[config.mk]
export PLATFORM = sky130hd
export DESIGN_NAME = mcp3202_spi_responder
export DESIGN_NICKNAME = d
export VERILOG_FILES = /design/src/rtl/mcp3202_pkg.sv /design/src/rtl/mcp3202_spi_responder_spi_pin_sync.sv /design/src/rtl/mcp3202_spi_responder.sv
export SDC_FILE = /design/constraint.sdc
export NUM_CORES = 1
export LEC_CHECK = 0
export BUFFER_PORTS_ARGS = -buffer_cell sky130_fd_sc_hd__buf_2
export CORE_ASPECT_RATIO = 2
export CORE_MARGIN = 1.5
export CORE_UTILIZATION = 58
export DETAILED_ROUTE_END_ITERATION = 8
export GPL_ROUTABILITY_DRIVEN = 0
export PLACE_DENSITY = 0.85
export SETUP_SLACK_MARGIN = 0.1
export SLEW_MARGIN = 20
export SYNTH_ARGS = -nofsm -noshare
export SYNTH_HDL_FRONTEND = slang
export SYNTH_SLANG_ARGS = --single-unit
[constraint.sdc]
create_clock -name clk -period 2.7 [get_ports clk]
set_clock_uncertainty 0.15 [all_clocks]
set_input_delay 0.54 -clock clk [delete_from_list [all_inputs] [get_ports clk]]
set_output_delay 0.54 -clock clk [all_outputs]
set_load 0.05 [all_outputs]
[src/rtl/mcp3202_pkg.sv]
// Shared types, protocol constants and result-selection helpers for the
// MCP3202 responder.
package mcp3202_pkg;

    localparam int CMD_BITS = 3;
    localparam int DATA_W   = 12;

    localparam logic [DATA_W-1:0] DIFF_SAT_ZERO = '0;

    typedef enum logic [2:0] {
        ST_IDLE       = 3'd0,
        ST_WAIT_START = 3'd1,
        ST_CMD        = 3'd2,
        ST_NULL       = 3'd3,
        ST_DATA       = 3'd4,
        ST_TRAIL      = 3'd5
    } mcp_state_e;

    // Pseudo-differential reading: a negative difference clamps to zero,
    // which is what the real converter reports for IN+ below IN-.
    function automatic logic [DATA_W-1:0] sat_diff(
        input logic [DATA_W-1:0] pos,
        input logic [DATA_W-1:0] neg
    );
        return (pos > neg) ? (pos - neg) : DIFF_SAT_ZERO;
    endfunction

    function automatic logic [DATA_W-1:0] select_sample(
        input logic              sgl,
        input logic              odd,
        input logic [DATA_W-1:0] ch0,
        input logic [DATA_W-1:0] ch1
    );
        if (sgl) begin
            return odd ? ch1 : ch0;
        end
        return odd ? sat_diff(ch1, ch0) : sat_diff(ch0, ch1);
    endfunction

endpackage

[src/rtl/mcp3202_spi_responder_spi_pin_sync.sv]
// Multi-flop synchronizer for one SPI pin with rise/fall strobes derived from
// the synchronized level; the reset level matches the pin's idle state.
module spi_pin_sync #(
    parameter int   STAGES    = 2,
    parameter logic RESET_VAL = 1'b0
) (
    input  logic clk,
    input  logic rst_n,
    input  logic pin_i,
    output logic level_o,
    output logic rise_o,
    output logic fall_o
);

    logic [STAGES-1:0] sync_q;
    logic              prev_q;

    always_ff @(posedge clk or negedge rst_n) begin
        if (!rst_n) begin
            sync_q <= {STAGES{RESET_VAL}};
            prev_q <= RESET_VAL;
        end else begin
            sync_q <= {sync_q[STAGES-2:0], pin_i};
            prev_q <= sync_q[STAGES-1];
        end
    end

    assign level_o = sync_q[STAGES-1];
    assign rise_o  = sync_q[STAGES-1] & ~prev_q;
    assign fall_o  = ~sync_q[STAGES-1] & prev_q;

endmodule

[src/rtl/mcp3202_spi_responder.sv]
// MCP3202 emulation: oversampled mode-0 SPI slave that decodes the command
// frame and returns a snapshotted 12-bit reading from the fabric channels.
module mcp3202_spi_responder #(
    parameter int DATA_W      = 12,
    parameter int SYNC_STAGES = 2
) (
    input  logic              clk,
    input  logic              rst_n,
    input  logic              spi_sck,
    input  logic              spi_cs_n,
    input  logic              spi_mosi,
    output logic              spi_miso,
    output logic              spi_miso_oe,
    input  logic [DATA_W-1:0] ch0_value,
    input  logic [DATA_W-1:0] ch1_value,
    output logic              done,
    output logic              done_chan,
    output logic              done_sgl,
    output logic [DATA_W-1:0] done_value,
    output logic              abort,
    output logic [15:0]       frame_count,
    output logic [2:0]        dbg_state
);

    import mcp3202_pkg::*;

    localparam logic [1:0] LAST_CMD = 2'(CMD_BITS - 1);
    localparam logic [3:0] MSB_IDX  = 4'(DATA_W - 1);
    localparam logic [3:0] TAIL_END = 4'(DATA_W);

    logic sck_lvl, sck_rise, sck_fall;
    logic cs_lvl, cs_rise, cs_fall;
    logic mosi_lvl, mosi_rise, mosi_fall;
    logic unused_sync;

    spi_pin_sync #(.STAGES(SYNC_STAGES), .RESET_VAL(1'b0)) u_sync_sck (
        .clk     (clk),
        .rst_n   (rst_n),
        .pin_i   (spi_sck),
        .level_o (sck_lvl),
        .rise_o  (sck_rise),
        .fall_o  (sck_fall)
    );

    spi_pin_sync #(.STAGES(SYNC_STAGES), .RESET_VAL(1'b1)) u_sync_cs (
        .clk     (clk),
        .rst_n   (rst_n),
        .pin_i   (spi_cs_n),
        .level_o (cs_lvl),
        .rise_o  (cs_rise),
        .fall_o  (cs_fall)
    );

    spi_pin_sync #(.STAGES(SYNC_STAGES), .RESET_VAL(1'b0)) u_sync_mosi (
        .clk     (clk),
        .rst_n   (rst_n),
        .pin_i   (spi_mosi),
        .level_o (mosi_lvl),
        .rise_o  (mosi_rise),
        .fall_o  (mosi_fall)
    );

    assign unused_sync = &{1'b0, sck_lvl, cs_lvl, mosi_rise, mosi_fall};

    mcp_state_e        state_q;
    logic [1:0]        cmd_idx_q;
    logic [3:0]        bit_idx_q;
    logic              b0_sent_q;
    logic              sgl_q;
    logic              odd_q;
    logic              msbf_q;
    logic [DATA_W-1:0] hold_q;
    logic              miso_q;
    logic              oe_q;
    logic              done_q;
    logic              abort_q;
    logic              done_chan_q;
    logic              done_sgl_q;
    logic [DATA_W-1:0] done_value_q;
    logic [15:0]       frame_count_q;
    logic [15:0]       frame_count_d;

    assign frame_count_d = frame_count_q + 16'd1;

    always_ff @(posedge clk or negedge rst_n) begin
        if (!rst_n) begin
            state_q       <= ST_IDLE;
            cmd_idx_q     <= '0;
            bit_idx_q     <= '0;
            b0_sent_q     <= 1'b0;
            sgl_q         <= 1'b0;
            odd_q         <= 1'b0;
            msbf_q        <= 1'b0;
            hold_q        <= '0;
            miso_q        <= 1'b0;
            oe_q          <= 1'b0;
            done_q        <= 1'b0;
            abort_q       <= 1'b0;
            done_chan_q   <= 1'b0;
            done_sgl_q    <= 1'b0;
            done_value_q  <= '0;
            frame_count_q <= '0;
        end else begin
            done_q  <= 1'b0;
            abort_q <= 1'b0;
            // CS release wins over any SCK edge seen in the same cycle.
            if (state_q != ST_IDLE && cs_rise) begin
                state_q <= ST_IDLE;
                oe_q    <= 1'b0;
                miso_q  <= 1'b0;
                abort_q <= (state_q != ST_TRAIL);
            end else begin
                case (state_q)
                    ST_IDLE: begin
                        if (cs_fall) begin
                            state_q <= ST_WAIT_START;
                            oe_q    <= 1'b1;
                            miso_q  <= 1'b0;
                        end
                    end
                    ST_WAIT_START: begin
                        if (sck_rise && mosi_lvl) begin
                            state_q   <= ST_CMD;
                            cmd_idx_q <= '0;
                        end
                    end
                    ST_CMD: begin
                        if (sck_rise) begin
                            cmd_idx_q <= cmd_idx_q + 2'd1;
                            if (cmd_idx_q == 2'd0) begin
                                sgl_q <= mosi_lvl;
                            end else if (cmd_idx_q != LAST_CMD) begin
                                odd_q  <= mosi_lvl;
                                hold_q <= select_sample(sgl_q, mosi_lvl, ch0_value, ch1_value);
                            end else begin
                                msbf_q  <= mosi_lvl;
                                state_q <= ST_NULL;
                            end
                        end
                    end
                    ST_NULL: begin
                        if (sck_fall) begin
                            miso_q    <= 1'b0;
                            state_q   <= ST_DATA;
                            bit_idx_q <= MSB_IDX;
                            b0_sent_q <= 1'b0;
                        end
                    end
                    ST_DATA: begin
                        if (sck_fall && !b0_sent_q) begin
                            miso_q <= hold_q[bit_idx_q];
                            if (bit_idx_q == 4'd0) begin
                                b0_sent_q <= 1'b1;
                            end else begin
                                bit_idx_q <= bit_idx_q - 4'd1;
                            end
                        end else if (sck_rise && b0_sent_q) begin
                            done_q        <= 1'b1;
                            done_chan_q   <= odd_q;
                            done_sgl_q    <= sgl_q;
                            done_value_q  <= hold_q;
                            frame_count_q <= frame_count_d;
                            state_q       <= ST_TRAIL;
                            bit_idx_q     <= 4'd1;
                        end
                    end
                    ST_TRAIL: begin
                        // LSB-first replay reuses B0 already sent, so it starts at B1.
                        if (sck_fall) begin
                            if (!msbf_q && bit_idx_q < TAIL_END) begin
                                miso_q    <= hold_q[bit_idx_q];
                                bit_idx_q <= bit_idx_q + 4'd1;
                            end else begin
                                miso_q <= 1'b0;
                            end
                        end
                    end
                    default: begin
                        state_q <= ST_IDLE;
                        oe_q    <= 1'b0;
                        miso_q  <= 1'b0;
                    end
                endcase
            end
        end
    end

    assign spi_miso    = miso_q;
    assign spi_miso_oe = oe_q;
    assign done        = done_q;
    assign done_chan   = done_chan_q;
    assign done_sgl    = done_sgl_q;
    assign done_value  = done_value_q;
    assign abort       = abort_q;
    assign frame_count = frame_count_q;
    assign dbg_state   = state_q;

endmodule

# Word-level counts from Yosys, hierarchy flattened
# Cells that the tools add are included.
[word_totals]
inputBits = 29
word_cells = 150
reg_bits = 67
[op_classes]
n_bitwise = 12
n_mux = 52
order_cmp = 4
n_eq_ne = 29
n_reduce_logical = 26
add_sub_neg = 6
[op_table]
columns = ["operator", "n"]
rows = [
  ["two-way mux 12 bit", 6],
  ["!= test 3 bit, second input constant", 13],
  ["two-way mux 3 bit", 9],
  ["> comparator 12 bit", 2],
  ["two-way mux 4 bit", 6],
  ["subtractor 12 bit", 2],
  ["two-way mux 1 bit", 22],
  ["AND reduction 5 bit", 4],
  ["!= test 2 bit, second input constant", 9],
  ["case mux 3 bit (6 select lines)", 1],
  ["adder 16 x 1 -> 16 bit, second input constant", 1],
  ["case mux 4 bit (3 select lines)", 1],
  ["AND reduction 4 bit", 3],
  ["AND reduction 9 bit", 1],
  ["NOT 1 bit", 8],
  ["AND reduction 7 bit", 1],
  ["equality test 3 x 2 -> 1 bit, second input constant", 2],
  ["equality test 3 bit, second input constant", 2],
  ["nonzero test 3 bit", 2],
  ["logical AND 1 bit", 5],
  ["less-than comparator 4 x 5 -> 1 bit, second input constant", 1],
  ["case mux 1 bit (5 select lines)", 1],
  ["OR reduction 5 bit", 1],
  ["adder 4 x 1 -> 4 bit, second input constant", 1],
  ["17 further kinds", 25],
]

# Longest topological paths before layout
# Gate-level depths: netlist (run 1).
[logic_depth]
ltp_word = 7
depth_mapped = 10

# Cells and area by module
# From an unflattened synthesis (run 1), not the netlist that was laid out.
[unflattened]
hier_cells = 543
hier_area_um2 = 4754.6
[modules_own_cells]
columns = ["module", "cells_per_inst", "instances", "area_per_inst_um2", "seq_area_each_um2"]
rows = [
  ["mcp3202_spi_responder", 528, 1, 4480.5, 1476.4],
  ["spi_pin_sync (u_sync_mosi ...)", 5, 2, 90.1, 75.1],
  ["spi_pin_sync (u_sync_cs)", 5, 1, 93.8, 78.8],
]

# Worst setup path after synthesis (run 1)
# No wires, ideal clock.
[synth_path]
path_type = "input to register"
startpoint = "in ch0_value[7]"
endpoint = "reg hold_q[3]"
t_arrival_ns = 2.329
stages = 9
path_slack_ns = 0.079
n_path_buf = 1
path_cell_list = "inv_1 > ha_1 > buf_2 > a21oi_1 > o21ai_0 > a221oi_1 > a21oi_1 > a22oi_1 > o221ai_1"
[synth_between]
elab_chain_len = 4
[synth_rtl]
columns = ["item", "line", "source"]
rows = [
  ["from (decl)", "mcp3202_spi_responder.sv:14", "input logic [DATA_W-1:0] ch0_value,"],
  ["> comparator 12 bit", "mcp3202_pkg.sv:25", "return (pos > neg) ? (pos - neg) : DIFF_SAT_ZERO;"],
  ["two-way mux 12 bit", "mcp3202_pkg.sv:25", ""],
  ["two-way mux 12 bit * (2 in series)", "mcp3202_pkg.sv:37", "return odd ? sat_diff(ch1, ch0) : sat_diff(ch0, ch1);"],
  ["to (signal assigned)", "mcp3202_spi_responder.sv:134", "hold_q <= select_sample(sgl_q, mosi_lvl, ch0_value, ch1_value);"],
  ["to (decl)", "mcp3202_spi_responder.sv:72", "logic [DATA_W-1:0] hold_q;"],
]
# Every way passes the cells marked *; elsewhere a longest branch is shown, timed or not.
# A chain may end at the register's enable or synchronous reset.

# Worst setup path in the final report (run 1)
[layout_path]
startpoint = "in ch0_value[2]"
endpoint = "reg hold_q[11]"
[layout_between]
elab_chain_len = 4
[layout_rtl]
columns = ["item", "line"]
rows = [
  ["subtractor 12 bit / > comparator 12 bit (equally long branches)", "mcp3202_pkg.sv:25"],
  ["two-way mux 12 bit", "mcp3202_pkg.sv:25"],
  ["two-way mux 12 bit * (2 in series)", "mcp3202_pkg.sv:37"],
]
# Marks and branches as above.

==> metrics.txt, run 1 <==
# TYPE chip_impl_metric gauge
chip_impl_metric{name="post_route_cells_drive_above_1_share",unit="%"} 22.8
chip_impl_metric{name="nets",unit=""} 709
chip_impl_metric{name="dr.pass1.iters",unit=""} 6
chip_impl_metric{name="clock_tree.buffer_depth",unit=""} 2
chip_impl_info{name="synthFlopType",value="sky130_fd_sc_hd__dfrtp_1"} 1
chip_impl_metric{name="leakage",unit="nW"} 2.90
chip_impl_metric{name="floorplan_row_count",unit=""} 46
chip_impl_info{name="regToRegStartpoint",value="dbg_state[2]"} 1
chip_impl_info{name="holdCritPathClass",value="in2async"} 1
chip_impl_metric{name="antenna-diode-count",unit=""} 0
chip_impl_metric{name="synthesis.area_per_instance",unit="um2"} 8.55
chip_impl_metric{name="buffer_ports.inserted",unit=""} 65
chip_impl_metric{name="worst_skew_pair.late_latency",unit="ps"} 330
chip_impl_metric{name="regToRegSetupSlack",unit="ps"} 190
chip_impl_metric{name="internal_power",unit="W"} 0.00227
chip_impl_metric{name="critPathMaxFanout",unit=""} 8
chip_impl_metric{name="reg2regPathDepth",unit=""} 5
chip_impl_metric{name="area_growth_from_synthesis_to_layout",unit="%"} 21.3
chip_impl_metric{name="drtAntennaViolNets",unit=""} 0
chip_impl_metric{name="fin_crit_sh",unit="%"} 93.0
chip_impl_metric{name="groute.usage.overall",unit="%"} 32.8
chip_impl_metric{name="period_minus_slack",unit="ps"} 2510
chip_impl_metric{name="synth.lib_cells_used.distinct",unit=""} 65
chip_impl_info{name="grt_setup_unrepaired",value="yes"} 1
chip_impl_metric{name="drt_first_iter_violations",unit=""} 561
chip_impl_metric{name="detail_route.drc_violations",unit=""} 0
chip_impl_metric{name="postCtsSetupBuffers",unit=""} 0
chip_impl_metric{name="required",unit="ps"} 2750
chip_impl_metric{name="first_global_vias",unit=""} 4815
chip_impl_metric{name="final_max_slew_viol_count",unit=""} 0
chip_impl_metric{name="pre_cts_slack",unit="ps"} -68.7
chip_impl_metric{name="initial_utilization",unit="%"} 59.6
chip_impl_metric{name="slew_headroom",unit="%"} 54.9
chip_impl_info{name="run_status",value="completed"} 1
chip_impl_metric{name="detailed_route_via_count",unit=""} 4723
chip_impl_metric{name="overflow_left_after_global_routing",unit=""} 0
chip_impl_metric{name="fin_hold_ws",unit="ps"} 95.5
chip_impl_metric{name="seqPwrFrac",unit="%"} 35.2
chip_impl_metric{name="numClockSinks",unit=""} 67
chip_impl_metric{name="synth_cells",unit=""} 550
chip_impl_metric{name="total_count_of_hold_check_failures_in_the_final_report",unit=""} 0
chip_impl_metric{name="arrival_worst_endpoint",unit="ps"} 2570
chip_impl_metric{name="power.share.switching",unit="%"} 36.7
chip_impl_metric{name="ys_warn_count",unit=""} 0
chip_impl_info{name="timing_worst_setup_path_type",value="in2reg"} 1
chip_impl_metric{name="cts_htree_levels",unit=""} 3
chip_impl_metric{name="ff_latch_area",unit="um2"} 1680
chip_impl_metric{name="fin_util",unit="%"} 72.4
chip_impl_metric{name="first_pass_grt_wire_length",unit="mm"} 21.8
chip_impl_metric{name="asyncSetResetFlopFracSynth",unit="%"} 100
chip_impl_info{name="synthTopCellsByArea",value="sky130_fd_sc_hd__dfrtp_1, sky130_fd_sc_hd__ha_1, sky130_fd_sc_hd__nand2_1"} 1
chip_impl_metric{name="synth_enable_flop_cells",unit=""} 0
chip_impl_metric{name="dpl.hpwl",unit="mm"} 10.1
chip_impl_metric{name="maxCapViolCount",unit=""} 0
chip_impl_metric{name="multi_input_comb_area",unit="um2"} 2770
chip_impl_metric{name="num_io_pins",unit=""} 66
chip_impl_metric{name="pin_count_of_the_biggest_net_entering_global_routing",unit=""} 41
chip_impl_metric{name="max_freq",unit="MHz"} 398
chip_impl_metric{name="finalSetupViolCount",unit=""} 0
chip_impl_info{name="clockRootBuffer",value="sky130_fd_sc_hd__clkbuf_16"} 1
chip_impl_info{name="tritoncts",value="yes"} 1
chip_impl_metric{name="wire_length_per_cell_after_detailed_routing",unit="um"} 17.8
chip_impl_metric{name="via_per_inst",unit=""} 6.31
chip_impl_metric{name="cts_hold_repair.buffers",unit=""} 0
chip_impl_metric{name="worst_slack",unit="ps"} 188
chip_impl_metric{name="design.core.area",unit="um2"} 7890
chip_impl_metric{name="die_h",unit="um"} 130
chip_impl_info{name="setup.worst_path.start_class",value="input port"} 1
chip_impl_metric{name="initial_antenna_violation_count",unit=""} 0
chip_impl_metric{name="timing_worst_slew_pin_value",unit="ps"} 677
chip_impl_metric{name="clock_slew_seen_by_the_registers_of_the_worst_setup_and_hold_paths",unit="ps"} 60
chip_impl_metric{name="ir_worst_vdd",unit="mV"} 0.456
chip_impl_metric{name="clock_buffer_count_from_cts",unit=""} 9
chip_impl_info{name="timing.rr.end",value="bit_idx_q[1]"} 1
chip_impl_info{name="yosys.area.top_type",value="sky130_fd_sc_hd__dfrtp_1"} 1
chip_impl_metric{name="post_cts_resize_count",unit=""} 0
chip_impl_metric{name="power_density_normalized_to_cell_area",unit="nW/um2"} 629
chip_impl_metric{name="clkPwrFrac",unit="%"} 30.2
chip_impl_metric{name="net-switching-power",unit="W"} 0.00132
chip_impl_metric{name="wl",unit="mm"} 13.4
chip_impl_metric{name="final.fill_count",unit=""} 554
chip_impl_metric{name="syn_area",unit="um2"} 4700
chip_impl_metric{name="total_nets_after_synthesis",unit=""} 611
chip_impl_metric{name="power_frac_comb",unit="%"} 34.6
chip_impl_info{name="crit_path_end_kind",value="register"} 1
chip_impl_metric{name="dieWidth",unit="um"} 66.7
chip_impl_metric{name="yosys.area.top_type_share",unit="%"} 34.1
chip_impl_metric{name="ys_ff_latch",unit=""} 67
chip_impl_metric{name="die_area",unit="um2"} 8690
chip_impl_metric{name="ys_seq_area_share",unit="%"} 35.7
-- stage by stage --
step / area [um2] / total power (W) / TNS [ps] / instances
floorplan: 4710 / 0.00206 / 0 / 550
global placement: 5410 / 0.00241 / 0 / 733
detailed placement: 5410 / 0.00246 / -270 / 733
CTS: 5700 / 0.00355 / 0 / 749
global route: 5710 / 0.00376 / 0 / 749
finish: 5710 / 0.00359 / 0 / 749
-- worst max-delay path, stage by stage --
cell,delay (ps)
sky130_fd_sc_hd__buf_2,90
sky130_fd_sc_hd__inv_1,50
sky130_fd_sc_hd__ha_1,380
sky130_fd_sc_hd__and4b_1,220
sky130_fd_sc_hd__a211o_1,340
sky130_fd_sc_hd__a21oi_1,390
sky130_fd_sc_hd__o31ai_1,140
sky130_fd_sc_hd__a221oi_1,310
sky130_fd_sc_hd__o21ai_1,100
-- kinds of logic (layout without fill, tap and decap cells) --
kind of cell | count (synthesis) | count (layout) | share of synthesized area (%)
buffers and inverters | 69 | 172 | 5.77
AOI/OAI and AO/OA | 154 | 154 | 21.4
xor gates and xnor gates | 24 | 24 | 4.47
adders and majority gates | 32 | 32 | 8.83
muxes | 14 | 14 | 3.83
DFF | 67 | 67 | 35.7
and+or+nand+nor | 190 | 190 | 20.0
-- how the worst max path moves through the flow --
stage / start / endpoint / slack [ps] / cells after the start
2_1_floorplan: ch0_value[1] / hold_q[11] / 170 / 8
3_3_place_gp: ch1_value[0] / hold_q[10] / 4 / 12
3_5_place_dp: ch0_value[2] / hold_q[11] / -70 / 9
4_1_cts: cmd_idx_q[0] / hold_q[11] / 190 / 8
5_1_grt: ch0_value[0] / hold_q[7] / 90 / 11
6_report: ch0_value[2] / hold_q[11] / 190 / 9
-- synth_stat cells, types with 2 or more instances --
cell / instances
sky130_fd_sc_hd__nor3b_1: 5
sky130_fd_sc_hd__o31a_1: 2
sky130_fd_sc_hd__xnor2_1: 14
sky130_fd_sc_hd__o221ai_1: 5
sky130_fd_sc_hd__dfrtp_1: 64
sky130_fd_sc_hd__mux2i_1: 9
sky130_fd_sc_hd__and2_1: 4
sky130_fd_sc_hd__a221oi_1: 12
sky130_fd_sc_hd__nor2_1: 29
sky130_fd_sc_hd__dfstp_2: 3
sky130_fd_sc_hd__a211oi_1: 4
sky130_fd_sc_hd__o21bai_1: 3
sky130_fd_sc_hd__a21o_1: 12
sky130_fd_sc_hd__o21a_1: 4
sky130_fd_sc_hd__xor2_1: 10
sky130_fd_sc_hd__or4_4: 2
sky130_fd_sc_hd__ha_1: 30
sky130_fd_sc_hd__mux2_2: 2
sky130_fd_sc_hd__clkbuf_1: 14
sky130_fd_sc_hd__nand2b_1: 3
sky130_fd_sc_hd__a21oi_1: 51
sky130_fd_sc_hd__nand4_1: 8
sky130_fd_sc_hd__nand3b_1: 2
sky130_fd_sc_hd__or3_1: 2
sky130_fd_sc_hd__buf_1: 3
sky130_fd_sc_hd__o21ai_1: 5
sky130_fd_sc_hd__fa_1: 2
sky130_fd_sc_hd__o22ai_1: 4
sky130_fd_sc_hd__and3_1: 7
sky130_fd_sc_hd__o31ai_1: 6
sky130_fd_sc_hd__a22oi_1: 7
sky130_fd_sc_hd__a31oi_1: 3
sky130_fd_sc_hd__nand2_1: 91
sky130_fd_sc_hd__buf_2: 7
sky130_fd_sc_hd__nor4_1: 3
sky130_fd_sc_hd__o21ai_0: 24
sky130_fd_sc_hd__nor3_1: 4
sky130_fd_sc_hd__nor2b_1: 10
sky130_fd_sc_hd__inv_1: 43
sky130_fd_sc_hd__mux4_2: 3
sky130_fd_sc_hd__nand3_1: 10
-- power groups by stage --
stage          Sequential (W)  Combinational [W]  Clock, W
3_5_place_dp          0.00127            0.00120         0
6_report              0.00126            0.00124   0.00109
4_1_cts               0.00125            0.00122   0.00108
3_3_place_gp          0.00126            0.00115         0
5_1_grt               0.00127            0.00134   0.00115
2_1_floorplan         0.00131           0.000757         0
-- cells in the final DEF, fill, tap and decap left out, drive strengths merged, types with 4 or more instances in the layout --
master    n
and2      4
buf     112
inv      43
xnor2    14
nor2b    10
nand4     9
a21o     12
a211oi    5
xor2     10
nor2     29
nand3    10
o221ai    5
o31ai     6
mux2i     9
dfrtp    64
o21ai    29
a22oi     7
o21a      4
ha       30
clkbuf   12
nor3b     5
o22ai     4
a221oi   12
and3      7
nand2    91
nor3      4
a21oi    52
-- per-layer routing --
| layer | GRT usage [%] | part of all wire, % | vias to the layer above |
|---|---|---|---|
| li1 | - | - | 2145 |
| met1 | 31.7 | 33 | 2254 |
| met2 | 61.2 | 55 | 227 |
| met3 | 4.66 | 4.3 | 97 |
| met4 | 22.8 | 7.8 | 0 |
| met5 | 0 | 0 | - |
-- registers in the layout (all words and copies together) (netlist names) --
name and cells:
sgl_q 1, done_chan 1, msbf_q 1, done_sgl 1, cmd_idx_q 2, odd_q 1
u_sync_sck.sync_q 2, abort 1, u_sync_cs.prev_q 1, done_value 12, done 1, bit_idx_q 4
spi_miso_oe 1, hold_q 12, u_sync_sck.prev_q 1, spi_miso 1, u_sync_mosi.sync_q 2, u_sync_cs.sync_q 2
b0_sent_q 1, frame_count 16, dbg_state 3
-- cell type report --
class                      instances  share of cell area, %
clock inverter                     4                  0.439
multi-input combinational        414                   48.5
inverter                          44                   2.89
timing repair buffer             112                   12.1
clock buffer                      12                   4.50
tap                               96                   2.11
sequential                        67                   29.5
No activity file was read; power rests on OpenSTA's default activity.
==> inputs of run 2 (changes only) <==
CORE_ASPECT_RATIO = default   (was 2)
==> run 2 against run 1 <==
Net effect: global-route usage is 3.8 points lower; clock power is 32% lower; critical path type unchanged; highest routed layer unchanged; maximum frequency is 0.23% lower; largest power group unchanged; worst setup slack worse by 5.7 ps; utilization is 1.1 points lower; critical path depth is 3 higher; final cell count is 0.40% higher; worst hold slack worse by 48 ps; sequential power hardly changed; routed wire length is 9.2% lower.
==> metrics.txt, run 2 (synthesis gave the netlist of run 1 again) <==
# TYPE chip_impl_metric gauge
chip_impl_metric{name="pin_count_of_the_biggest_net_entering_global_routing",unit=""} 40
chip_impl_metric{name="overflow_left_after_global_routing",unit=""} 0
chip_impl_metric{name="drt_first_iter_violations",unit=""} 355
chip_impl_metric{name="antenna-diode-count",unit=""} 0
chip_impl_info{name="crit_path_end_kind",value="register"} 1
chip_impl_metric{name="worst_slack",unit="ps"} 182
chip_impl_info{name="run_status",value="completed"} 1
chip_impl_metric{name="max_freq",unit="MHz"} 397
chip_impl_metric{name="total_count_of_hold_check_failures_in_the_final_report",unit=""} 0
chip_impl_metric{name="die_h",unit="um"} 93.1
chip_impl_metric{name="critPathMaxFanout",unit=""} 10
chip_impl_metric{name="maxCapViolCount",unit=""} 0
chip_impl_metric{name="pre_cts_slack",unit="ps"} -46.3
chip_impl_info{name="critical-path-top-delay-family",value="compound AO/OA/AOI/OAI gates"} 1
chip_impl_metric{name="required",unit="ps"} 2770
chip_impl_metric{name="detailed_route_via_count",unit=""} 4528
chip_impl_info{name="timing_worst_setup_path_type",value="in2reg"} 1
chip_impl_info{name="clockRootBuffer",value="sky130_fd_sc_hd__clkbuf_8"} 1
chip_impl_info{name="tritoncts",value="yes"} 1
chip_impl_metric{name="numClockSinks",unit=""} 67
chip_impl_metric{name="design.core.area",unit="um2"} 7810
chip_impl_metric{name="final_max_slew_viol_count",unit=""} 0
chip_impl_metric{name="via_per_inst",unit=""} 6.02
chip_impl_info{name="crit_top_cell",value="sky130_fd_sc_hd__inv_1"} 1
chip_impl_metric{name="num_io_pins",unit=""} 66
chip_impl_info{name="holdCritPathClass",value="in2async"} 1
chip_impl_metric{name="first_pass_grt_wire_length",unit="mm"} 20.0
chip_impl_metric{name="groute.usage.overall",unit="%"} 29.0
chip_impl_metric{name="slew_headroom",unit="%"} 67.0
chip_impl_metric{name="first_global_vias",unit=""} 4271
chip_impl_metric{name="total_power",unit="W"} 0.00319
chip_impl_metric{name="fin_crit_sh",unit="%"} 93.3
chip_impl_metric{name="timing_worst_slew_pin_value",unit="ps"} 490
chip_impl_metric{name="initial_antenna_violation_count",unit=""} 0
chip_impl_metric{name="worst_skew_pair.late_latency",unit="ps"} 340
chip_impl_metric{name="final.fill_count",unit=""} 576
chip_impl_metric{name="dpl.hpwl",unit="mm"} 9.38
chip_impl_metric{name="ir_worst_vdd",unit="mV"} 0.259
chip_impl_metric{name="post_route_cells_drive_above_1_share",unit="%"} 22.0
chip_impl_metric{name="fin_util",unit="%"} 71.3
chip_impl_metric{name="detail_route.drc_violations",unit=""} 0
chip_impl_metric{name="wire_length_per_cell_after_detailed_routing",unit="um"} 16.1
chip_impl_metric{name="clock_tree.buffer_depth",unit=""} 2
chip_impl_metric{name="floorplan_row_count",unit=""} 32
chip_impl_info{name="commonest_cells_after_routing_fill_and_taps_aside",value="sky130_fd_sc_hd__nand2_1, sky130_fd_sc_hd__buf_2, sky130_fd_sc_hd__dfrtp_1"} 1
chip_impl_metric{name="leakage",unit="nW"} 2.84
chip_impl_metric{name="cts_hold_repair.buffers",unit=""} 0
chip_impl_info{name="commonest_non_fill_non_tap_cell_in_the_layout",value="sky130_fd_sc_hd__nand2_1"} 1
chip_impl_metric{name="clock_buffer_count_from_cts",unit=""} 9
chip_impl_metric{name="clock_slew_seen_by_the_registers_of_the_worst_setup_and_hold_paths",unit="ps"} 70
chip_impl_info{name="path_cells",value="buf_2 -> inv_1 -> ha_1 -> inv_1 -> fa_1 -> nand3_1 -> a211oi_1 -> o21bai_1 -> a211oi_4 -> buf_4 -> a221oi_1 -> o21ai_1"} 1
chip_impl_metric{name="wl",unit="mm"} 12.1
chip_impl_metric{name="period_minus_slack",unit="ps"} 2520
chip_impl_metric{name="cts_htree_levels",unit=""} 3
chip_impl_metric{name="finalSetupViolCount",unit=""} 0
chip_impl_metric{name="arrival_worst_endpoint",unit="ps"} 2580
chip_impl_metric{name="drtAntennaViolNets",unit=""} 0
chip_impl_metric{name="dieWidth",unit="um"} 93.1
chip_impl_metric{name="design_area",unit="um2"} 5570
chip_impl_metric{name="largest_reg_flops",unit=""} 16
chip_impl_metric{name="nets",unit=""} 706
chip_impl_metric{name="initial_utilization",unit="%"} 60.2
chip_impl_metric{name="placedInstanceArea",unit="um2"} 5380
chip_impl_metric{name="critical_path.n_buffers_inverters",unit=""} 4
chip_impl_info{name="grt_setup_unrepaired",value="yes"} 1
chip_impl_info{name="setup.worst_path.start_class",value="input port"} 1
chip_impl_metric{name="worst_path_largest_cell_delay",unit="ps"} 410
chip_impl_metric{name="dr.pass1.iters",unit=""} 7
chip_impl_metric{name="power_density_normalized_to_cell_area",unit="nW/um2"} 573
chip_impl_metric{name="buffer_ports.inserted",unit=""} 65
chip_impl_metric{name="area_growth_from_synthesis_to_layout",unit="%"} 18.4
chip_impl_info{name="cp_slowest_cell",value="sky130_fd_sc_hd__fa_1"} 1
chip_impl_metric{name="die_area",unit="um2"} 8660
## run 2: cell count changes in the layout (fill, tap and decap cells not counted), sizes merged
cell | before | now
buf | 112 | 109
clkinvlp | 2 | 0
clkbuf | 12 | 13
clkinv | 3 | 4
## run 2: path summary, 6_finish.rpt
check | startpoint | to | slack [ps] | cells past startpoint
min in group clk | spi_cs_n | u_sync_cs.sync_q[0] | 150 | 1
max reg2reg | cmd_idx_q[0] | hold_q[11] | 220 | 8
min reg2reg | u_sync_sck.sync_q[0] | u_sync_sck.sync_q[1] | 200 | 0
max | ch1_value[0] | hold_q[10] | 180 | 12
min | rst_n | frame_count[9] | 50 | 2
max in group asynchronous | rst_n | u_sync_cs.sync_q[0] | 1910 | 2
## run 2: layer usage
layer  up-vias  track usage [%]  wire length [um]
met2       208             49.9              5980
met3        32             4.55               864
met4         0             9.34               265
met5         -                0                 0
li1       2136                -                 -
met1      2152             37.3              5010
## run 2: repair_timing
| action | 4_1_cts | 5_1_grt |
|---|---|---|
| setup endpoints to repair | 0 | 2 |
| gates resized for setup | 0 | 2 |
| setup buffers | 0 | 1 |
| hold endpoints to repair | 0 | 0 |
## run 2: power breakdown
part,total [W],internal (W),switching [W],leakage [nW]
clock network,0.000737,0.000379,0.000358,0.0932
registers,0.00124,0.00110,0.000144,0.844
logic,0.00121,0.000496,0.000716,1.90
## run 2: metrics by stage
stage          cells  TNS, ps  hold slack (ps)
3_5_place_dp     735     -178              186
4_1_cts          751        0             52.8
5_1_grt          752        0             64.6
3_3_place_gp     735        0              186
2_1_floorplan    550        0             94.4
6_report         752        0             47.9
## run 2: layout make-up
type	count	area, um2	share of cell area [%]
Clock buffer	13	159	2.85
Clock inverter	3	15.0	0.270
Inverter	44	165	2.97
Multi-Input combinational cell	414	2760	49.7
Sequential cell	67	1680	30.2
Tap cell	102	128	2.29
Timing Repair Buffer	109	656	11.8
